<file path="src/rtl/morse_pkg.sv">
// -----------------------------------------------------------------------------
// morse_pkg
// Shared definitions for the Morse character sequencer:
//   - state_t        : sequencer FSM states
//   - CODE_WORD_SPACE: char_code value meaning "word space"
//   - DUR_*          : duration selectors, in Morse units, for morse_unit_timer
//   - morse_entry_t  : one code table entry {len, sym}
//   - morse_lookup() : A..Z -> {len, sym}
// Symbols are left-aligned in sym: bit 3 is the first symbol sent, 1 = dash.
// -----------------------------------------------------------------------------
package morse_pkg;

   typedef enum logic [2:0] {
      IDLE,
      MARK,
      SYM_GAP,
      CHAR_GAP,
      WORD_GAP
   } state_t;

   localparam logic [4:0] CODE_WORD_SPACE = 5'd26;

   localparam logic [2:0] DUR_1U = 3'd1;
   localparam logic [2:0] DUR_3U = 3'd3;
   localparam logic [2:0] DUR_7U = 3'd7;

   typedef struct packed {
      logic [2:0] len;   // number of symbols, 1..4
      logic [3:0] sym;   // left-aligned, MSB first, 1 = dash
   } morse_entry_t;

   function automatic morse_entry_t morse_lookup(input logic [4:0] code);
      morse_entry_t e;
      case (code)
         5'd0:    e = {3'd2, 4'b0100};  // A .-
         5'd1:    e = {3'd4, 4'b1000};  // B -...
         5'd2:    e = {3'd4, 4'b1010};  // C -.-.
         5'd3:    e = {3'd3, 4'b1000};  // D -..
         5'd4:    e = {3'd1, 4'b0000};  // E .
         5'd5:    e = {3'd4, 4'b0010};  // F ..-.
         5'd6:    e = {3'd3, 4'b1100};  // G --.
         5'd7:    e = {3'd4, 4'b0000};  // H ....
         5'd8:    e = {3'd2, 4'b0000};  // I ..
         5'd9:    e = {3'd4, 4'b0111};  // J .---
         5'd10:   e = {3'd3, 4'b1010};  // K -.-
         5'd11:   e = {3'd4, 4'b0100};  // L .-..
         5'd12:   e = {3'd2, 4'b1100};  // M --
         5'd13:   e = {3'd2, 4'b1000};  // N -.
         5'd14:   e = {3'd3, 4'b1110};  // O ---
         5'd15:   e = {3'd4, 4'b0110};  // P .--.
         5'd16:   e = {3'd4, 4'b1101};  // Q --.-
         5'd17:   e = {3'd3, 4'b0100};  // R .-.
         5'd18:   e = {3'd3, 4'b0000};  // S ...
         5'd19:   e = {3'd1, 4'b1000};  // T -
         5'd20:   e = {3'd3, 4'b0010};  // U ..-
         5'd21:   e = {3'd4, 4'b0001};  // V ...-
         5'd22:   e = {3'd3, 4'b0110};  // W .--
         5'd23:   e = {3'd4, 4'b1001};  // X -..-
         5'd24:   e = {3'd4, 4'b1011};  // Y -.--
         5'd25:   e = {3'd4, 4'b1100};  // Z --..
         default: e = {3'd0, 4'b0000};
      endcase
      return e;
   endfunction

endpackage

</file>
<file path="src/rtl/morse_char_sequencer_if.sv">
// -----------------------------------------------------------------------------
// morse_char_sequencer_if
// Character input channel (valid/ready) of the Morse sequencer.
//   char_valid : source -> sequencer, char_code is valid this cycle
//   char_code  : source -> sequencer, 0..25 = A..Z, 26 = word space, else invalid
//   char_ready : sequencer -> source, a transfer happens when valid && ready
// Modports: master = character source, slave = sequencer.
// -----------------------------------------------------------------------------
interface morse_char_sequencer_if;

   logic       char_valid;
   logic [4:0] char_code;
   logic       char_ready;

   modport master (
      output char_valid,
      output char_code,
      input  char_ready
   );

   modport slave (
      input  char_valid,
      input  char_code,
      output char_ready
   );

endinterface

</file>
<file path="src/rtl/morse_unit_timer.sv">
// -----------------------------------------------------------------------------
// morse_unit_timer
// Loadable down-counter measuring a duration of 1, 3 or 7 Morse units.
// Ports:
//   clk          in  clock
//   rst_n        in  asynchronous active-low reset
//   i_load       in  start a new duration (takes priority over a running one)
//   i_dur_units  in  duration in units: 1, 3 or 7 (others treated as 1)
//   o_done       out one-cycle pulse during the last cycle of the duration
// After a load at edge T, o_done is high in the cycle ending at edge
// T + dur_units*UNIT_CYCLES, so a state entered at T lasts exactly that long.
// -----------------------------------------------------------------------------
module morse_unit_timer
   import morse_pkg::*;
#(
   parameter int UNIT_CYCLES = 12_500_000
)(
   input  logic       clk,
   input  logic       rst_n,
   input  logic       i_load,
   input  logic [2:0] i_dur_units,
   output logic       o_done
);

   localparam int CNT_W = $clog2(7 * UNIT_CYCLES);

   // Terminal counts precomputed so no multiplier sits in the datapath.
   localparam logic [CNT_W-1:0] LIM_1U = CNT_W'(UNIT_CYCLES - 1);
   localparam logic [CNT_W-1:0] LIM_3U = CNT_W'(3 * UNIT_CYCLES - 1);
   localparam logic [CNT_W-1:0] LIM_7U = CNT_W'(7 * UNIT_CYCLES - 1);

   logic [CNT_W-1:0] r_cnt;
   logic             r_active;
   logic [CNT_W-1:0] w_load_val;

   always_comb begin
      w_load_val = LIM_1U;
      case (i_dur_units)
         DUR_3U:  w_load_val = LIM_3U;
         DUR_7U:  w_load_val = LIM_7U;
         default: w_load_val = LIM_1U;
      endcase
   end

   always_ff @(posedge clk or negedge rst_n) begin
      if (!rst_n) begin
         r_cnt    <= '0;
         r_active <= 1'b0;
      end else if (i_load) begin
         r_cnt    <= w_load_val;
         r_active <= 1'b1;
      end else if (r_active) begin
         if (r_cnt == '0) begin
            r_active <= 1'b0;
         end else begin
            r_cnt <= r_cnt - 1'b1;
         end
      end
   end

   // r_active keeps the idle zero count from looking like a terminal count.
   assign o_done = r_active && (r_cnt == '0);

endmodule

</file>
<file path="src/rtl/morse_char_sequencer.sv">
// -----------------------------------------------------------------------------
// morse_char_sequencer
// Accepts one character per handshake, looks up its Morse code and blinks the
// LED with standard unit timing (dot 1U, dash 3U, symbol gap 1U, character
// gap 3U, word gap 7U).
// Ports:
//   clk      in   clock, single domain
//   rst_n    in   asynchronous active-low reset
//   char_if  slave character channel (char_valid, char_code, char_ready)
//   led      out  registered LED drive, 1 = on
//   busy     out  registered, high in every state except IDLE
//   err      out  registered one-cycle pulse when an invalid code is accepted
// -----------------------------------------------------------------------------
module morse_char_sequencer
   import morse_pkg::*;
#(
   parameter int UNIT_CYCLES = 12_500_000
)(
   input  logic                   clk,
   input  logic                   rst_n,
   morse_char_sequencer_if.slave  char_if,
   output logic                   led,
   output logic                   busy,
   output logic                   err
);

   state_t       r_state;
   state_t       w_state_next;
   logic [2:0]   r_len;
   logic [2:0]   w_len_next;
   logic [3:0]   r_sym;
   logic [3:0]   w_sym_next;
   logic [1:0]   r_idx;
   logic [1:0]   w_idx_next;
   logic         r_led;
   logic         r_busy;
   logic         r_err;
   logic         w_err_next;
   logic         w_load;
   logic [2:0]   w_dur;
   logic         w_done;
   logic         w_transfer;
   logic         w_last_sym;
   morse_entry_t w_entry;

   morse_unit_timer #(
      .UNIT_CYCLES (UNIT_CYCLES)
   ) u_timer (
      .clk         (clk),
      .rst_n       (rst_n),
      .i_load      (w_load),
      .i_dur_units (w_dur),
      .o_done      (w_done)
   );

   assign char_if.char_ready = (r_state == IDLE);
   assign w_transfer         = char_if.char_valid && char_if.char_ready;
   assign w_entry            = morse_lookup(char_if.char_code);
   assign w_last_sym         = ({1'b0, r_idx} == (r_len - 3'd1));

   always_ff @(posedge clk or negedge rst_n) begin
      if (!rst_n) begin
         r_state <= IDLE;
         r_len   <= '0;
         r_sym   <= '0;
         r_idx   <= '0;
         r_led   <= 1'b0;
         r_busy  <= 1'b0;
         r_err   <= 1'b0;
      end else begin
         r_state <= w_state_next;
         r_len   <= w_len_next;
         r_sym   <= w_sym_next;
         r_idx   <= w_idx_next;
         // Outputs follow the state being entered, so they change only on
         // state entry and appear right after the transfer edge.
         r_led   <= (w_state_next == MARK);
         r_busy  <= (w_state_next != IDLE);
         r_err   <= w_err_next;
      end
   end

   always_comb begin
      w_state_next = r_state;
      w_len_next   = r_len;
      w_sym_next   = r_sym;
      w_idx_next   = r_idx;
      w_err_next   = 1'b0;
      w_load       = 1'b0;
      w_dur        = DUR_1U;

      case (r_state)
         IDLE: begin
            if (w_transfer) begin
               if (char_if.char_code < CODE_WORD_SPACE) begin
                  w_state_next = MARK;
                  w_len_next   = w_entry.len;
                  w_sym_next   = w_entry.sym;
                  w_idx_next   = 2'd0;
                  w_load       = 1'b1;
                  w_dur        = w_entry.sym[3] ? DUR_3U : DUR_1U;
               end else if (char_if.char_code == CODE_WORD_SPACE) begin
                  w_state_next = WORD_GAP;
                  w_load       = 1'b1;
                  w_dur        = DUR_7U;
               end else begin
                  // Invalid code: consumed and dropped, flagged for one cycle.
                  w_err_next = 1'b1;
               end
            end
         end

         MARK: begin
            if (w_done) begin
               w_load = 1'b1;
               if (w_last_sym) begin
                  w_state_next = CHAR_GAP;
                  w_dur        = DUR_3U;
               end else begin
                  // Shift now so bit 3 already holds the next symbol when the
                  // symbol gap ends and the next mark's length is chosen.
                  w_state_next = SYM_GAP;
                  w_dur        = DUR_1U;
                  w_sym_next   = {r_sym[2:0], 1'b0};
               end
            end
         end

         SYM_GAP: begin
            if (w_done) begin
               w_state_next = MARK;
               w_load       = 1'b1;
               w_dur        = r_sym[3] ? DUR_3U : DUR_1U;
               w_idx_next   = r_idx + 2'd1;
            end
         end

         CHAR_GAP, WORD_GAP: begin
            if (w_done) begin
               w_state_next = IDLE;
            end
         end

         default: begin
            w_state_next = IDLE;
         end
      endcase
   end

   assign led  = r_led;
   assign busy = r_busy;
   assign err  = r_err;

endmodule

</file>
<file path="src/flat_wrapper.sv">
// flat-port wrapper written by rule: the top's interface ports become plain ports
module morse_char_sequencer_flat import morse_pkg::*;
#(
   parameter int UNIT_CYCLES = 12_500_000
)
  (clk, rst_n, led, busy, err, char_if_char_valid, char_if_char_code, char_if_char_ready);
  morse_char_sequencer_if char_if_i ();
  input  logic clk;
  input  logic rst_n;
  output logic led;
  output logic busy;
  output logic err;
  input wire logic [$bits(char_if_i.char_valid)-1:0] char_if_char_valid;
  input wire logic [$bits(char_if_i.char_code)-1:0] char_if_char_code;
  output wire logic [$bits(char_if_i.char_ready)-1:0] char_if_char_ready;
  assign char_if_i.char_valid = char_if_char_valid;
  assign char_if_i.char_code = char_if_char_code;
  assign char_if_char_ready = char_if_i.char_ready;
  morse_char_sequencer #(.UNIT_CYCLES(UNIT_CYCLES)) u_core (.clk(clk), .rst_n(rst_n), .char_if(char_if_i), .led(led), .busy(busy), .err(err));
endmodule
</file>
<file path="config.mk">
export PLATFORM = sky130hd
export DESIGN_NAME = morse_char_sequencer_flat
export DESIGN_NICKNAME = d
export VERILOG_FILES = /design/src/rtl/morse_pkg.sv /design/src/rtl/morse_char_sequencer_if.sv /design/src/rtl/morse_unit_timer.sv /design/src/rtl/morse_char_sequencer.sv /design/src/flat_wrapper.sv
export SDC_FILE = /design/constraint.sdc
export NUM_CORES = 1
export LEC_CHECK = 0
export ABC_CLOCK_PERIOD_IN_PS = 6750
export CORE_AREA = 2 2 72 74
export CTS_BUF_LIST = sky130_fd_sc_hd__clkbuf_16
export DETAILED_ROUTE_END_ITERATION = 6
export DIE_AREA = 0 0 74 76
export PLACE_DENSITY = 0.91
export SETUP_SLACK_MARGIN = 0.2
export SLEW_MARGIN = 40
export SYNTH_ARGS = -nofsm -noshare
export SYNTH_HDL_FRONTEND = slang
export SYNTH_SLANG_ARGS = --single-unit
</file>
<file path="constraint.sdc">
create_clock -name clk -period 6.75 [get_ports clk]
set_clock_uncertainty 0.1 [all_clocks]
set_input_delay 1.35 -clock clk [delete_from_list [all_inputs] [get_ports clk]]
set_output_delay 1.35 -clock clk [all_outputs]
set_load 0.05 [all_outputs]
</file>
==> results.cfg <==
[status]
status = complete, no violations

[sta]
setup_slack_ns = 2.87
period_share = 0.575
min_period_ns = 3.88
rsz0062_at_grt = false
hold_viol = 0
setup_violations = 0
slew_headroom = 0.474
tns_ns = 0
fin_hold_ws_ns = 0.414
fmax_ghz = 0.258
tightest_slew_ns = 0.770
slew_violations = 0

[power]
swShare = 0.370
clkPwrFrac = 0.277
p_seq_frac = 0.368
p_sw_w = 0.000417
pwr-share-comb = 0.355
p_leak_nw = 1.29
power.density_nw_per_um2 = 332
vdd_drop_max_uv = 155
intPower_w = 0.000710

[cells_and_area]
fill_cells = 354
multiInputGateArea_um2 = 1860
syn2layout_area_growth_pct = 10.7
seqCellArea_um2 = 1080
nets = 352
drive_gt1_frac = 0.110
n_antenna_cell = 0
final_common_cell = dfrtp_1
most-common-layout-cells = 43 x dfrtp_1, 22 x nor2_1, 22 x nand2_1

[setup_path]
crit_path_end_kind = flip-flop
path_cells = clkdlybuf4s50_1 -> and3b_1 -> a2111oi_0 -> o21ai_0 -> o2bb2ai_2 -> a211oi_1
r2r_setup_slack_ns = 3.43
cp-start-kind = input port
crit_family = compound AO/OA/AOI/OAI gates
r2r_end = u_core.u_timer.r_cnt[7]
critical_path_buf_inv_count = 1
rr_startpoint = u_core.u_timer.r_cnt[0]
arrival_ns = 3.98
crit_type = input port to flip-flop
rr_worst_depth = 7
required_ns = 6.85
slowest_stage = clkdlybuf4s50_1
path_max_fanout = 20
cpPeakStageDelay_ns = 0.75

[synth]
syn_area_um2 = 3060
async_reset_ff_frac = 1.00
ys_seq_area_frac = 0.351
synth.avg_cell_area_um2 = 9.06
synth_cells = 338
synth_fp_nets = 354
synth_edf_count = 0
ys_warn_count = 0
ys_ff_latch = 43
synth_ff_type = dfrtp_1
synth_cell_type_count = 71

[drt]
num_vias = 2838
vias_per_cell = 6.97
wl_per_cell_um = 19.3
dr.first_iter.drc_count = 533
routed_wl_mm = 7.85
first_pass_iters = 7
antenna_left = 0
drc = 0

[clocking]
cts_hold_buf = 0
root_buffer = clkbuf_16
cts.sinks = 43
clk_pin_slew_ns = 0.07
clockBufferDepth = 2
clock_latency_ns = 0.29
cts_made_buffers = 5
cts_tree = yes
postCtsSetupBuffers = 0
ctsResizeCount = 0
htree_levels = 2

[job]
maxCapViolCount = 0

[global_route]
antenna_found_initial = 0
grt_pass1_vias = 2598
grt.total_usage = 0.297
grt_max_degree = 44
gr-total-overflow = 0
grt_pass1_wl_mm = 12.9

[floorplan]
ios = 12
die_y_um = 76
start_util = 0.624
die_x_um = 74
placementRows = 26
die_area_um2 = 5620
core_um2 = 4910

[placement]
hpwl_mm = 5.36
io_buffer_count = 11
place_worst_setup_slack_ns = 2.58
gp_congestion = 0.968

[min_path]
min_path_cells = 1
hp-class = flip-flop to flip-flop
holdPathEnd = u_core.r_idx[1]
holdCritStartpoint = u_core.r_idx[1]
-- registers in the layout, summed over array words and instances, names as in the netlist --
| register | count |
|---|---|
| u_core.err | 1 |
| u_core.led | 1 |
| u_core.r_len | 3 |
| u_core.busy | 1 |
| u_core.u_timer.r_active | 1 |
| u_core.r_state | 3 |
| u_core.u_timer.r_cnt | 27 |
| u_core.r_idx | 2 |
| u_core.r_sym | 4 |
-- worst reg2reg max path, cell delays in order (launching register included) --
cell and delay (ns):
dfrtp_1 0.42, inv_1 0.12, ha_1 0.15, or4b_1 0.51, or4_1 0.64, nor4_2 0.60
o21ai_0 0.43, o211a_1 0.24
-- synthesized netlist by cell type, types with 6 or more instances --
| cell type | count | area (µm²) |
|---|---|---|
| or4_1 | 12 | 90.1 |
| ha_1 | 8 | 100 |
| nand2_1 | 22 | 82.6 |
| xor2_1 | 7 | 61.3 |
| mux2i_1 | 6 | 60.1 |
| nor4_1 | 15 | 93.8 |
| nor2_1 | 23 | 86.3 |
| nand4_1 | 6 | 37.5 |
| nor3_1 | 10 | 50.1 |
| o21ai_0 | 12 | 60.1 |
| clkbuf_1 | 12 | 45.0 |
| o31ai_1 | 8 | 60.1 |
| a21oi_1 | 14 | 70.1 |
| dfrtp_1 | 43 | 1080 |
| nand3_1 | 8 | 40.0 |
| nand3b_1 | 6 | 45.0 |
| inv_1 | 14 | 52.6 |
-- through the flow --
stage | power [W] | cells | area [µm²] | utilization
2_1_floorplan | 0.000695 | 338 | 3060 | -
3_3_place_gp | 0.000777 | 399 | 3170 | 0.646
3_5_place_dp | 0.000796 | 399 | 3190 | 0.649
4_1_cts | 0.00112 | 407 | 3380 | 0.687
5_1_grt | 0.00119 | 407 | 3390 | 0.691
6_report | 0.00113 | 407 | 3390 | 0.691
-- power groups by stage --
stage	registers, W	clock network (W)	logic, W
global placement	0.000407	0	0.000370
global route	0.000426	0.000326	0.000441
detailed placement	0.000412	0	0.000384
CTS	0.000410	0.000314	0.000392
finish	0.000414	0.000312	0.000401
floorplan	0.000407	0	0.000288
-- cells by family after synthesis --
family                   count (synthesis)  share of synthesized area
buffers and inverters                   37                     0.0498
flip-flops                              43                      0.351
adder cells (fa/ha/maj)                  8                     0.0327
multiplexers                            14                     0.0600
XOR/XNOR                                12                     0.0343
AO/OA/AOI/OAI                           81                      0.194
AND/OR/NAND/NOR                        143                      0.277
-- worst max-delay path by stage --
stage / start / end / depth (start not counted)
finish: char_if_char_code[3] / u_core.u_timer.r_cnt[17] / 6
global route: char_if_char_code[3] / u_core.u_timer.r_cnt[17] / 6
CTS: char_if_char_code[3] / u_core.u_timer.r_cnt[17] / 6
detailed placement: char_if_char_code[3] / u_core.u_timer.r_cnt[17] / 6
global placement: char_if_char_code[0] / u_core.u_timer.r_cnt[2] / 8
floorplan: char_if_char_code[1] / u_core.u_timer.r_cnt[17] / 8
-- metal layers --
layer / track usage / wire [µm] / vias up / share of wire
li1: - / - / 1295 / -
met1: 0.410 / 3150 / 1368 / 0.40
met2: 0.463 / 3930 / 152 / 0.50
met3: 0.0582 / 572 / 23 / 0.073
met4: 0.102 / 208 / 0 / 0.026
met5: 0 / 0 / - / 0
-- area by class of cell --
type,count,area share
clock inverters,3,0.0188
repair buffers,13,0.0361
clock buffers,5,0.0369
inverters,15,0.0166
well taps,70,0.0258
multi-input cells,258,0.549
flip-flops and latches,43,0.317
Power figures use the tool's default switching activity.
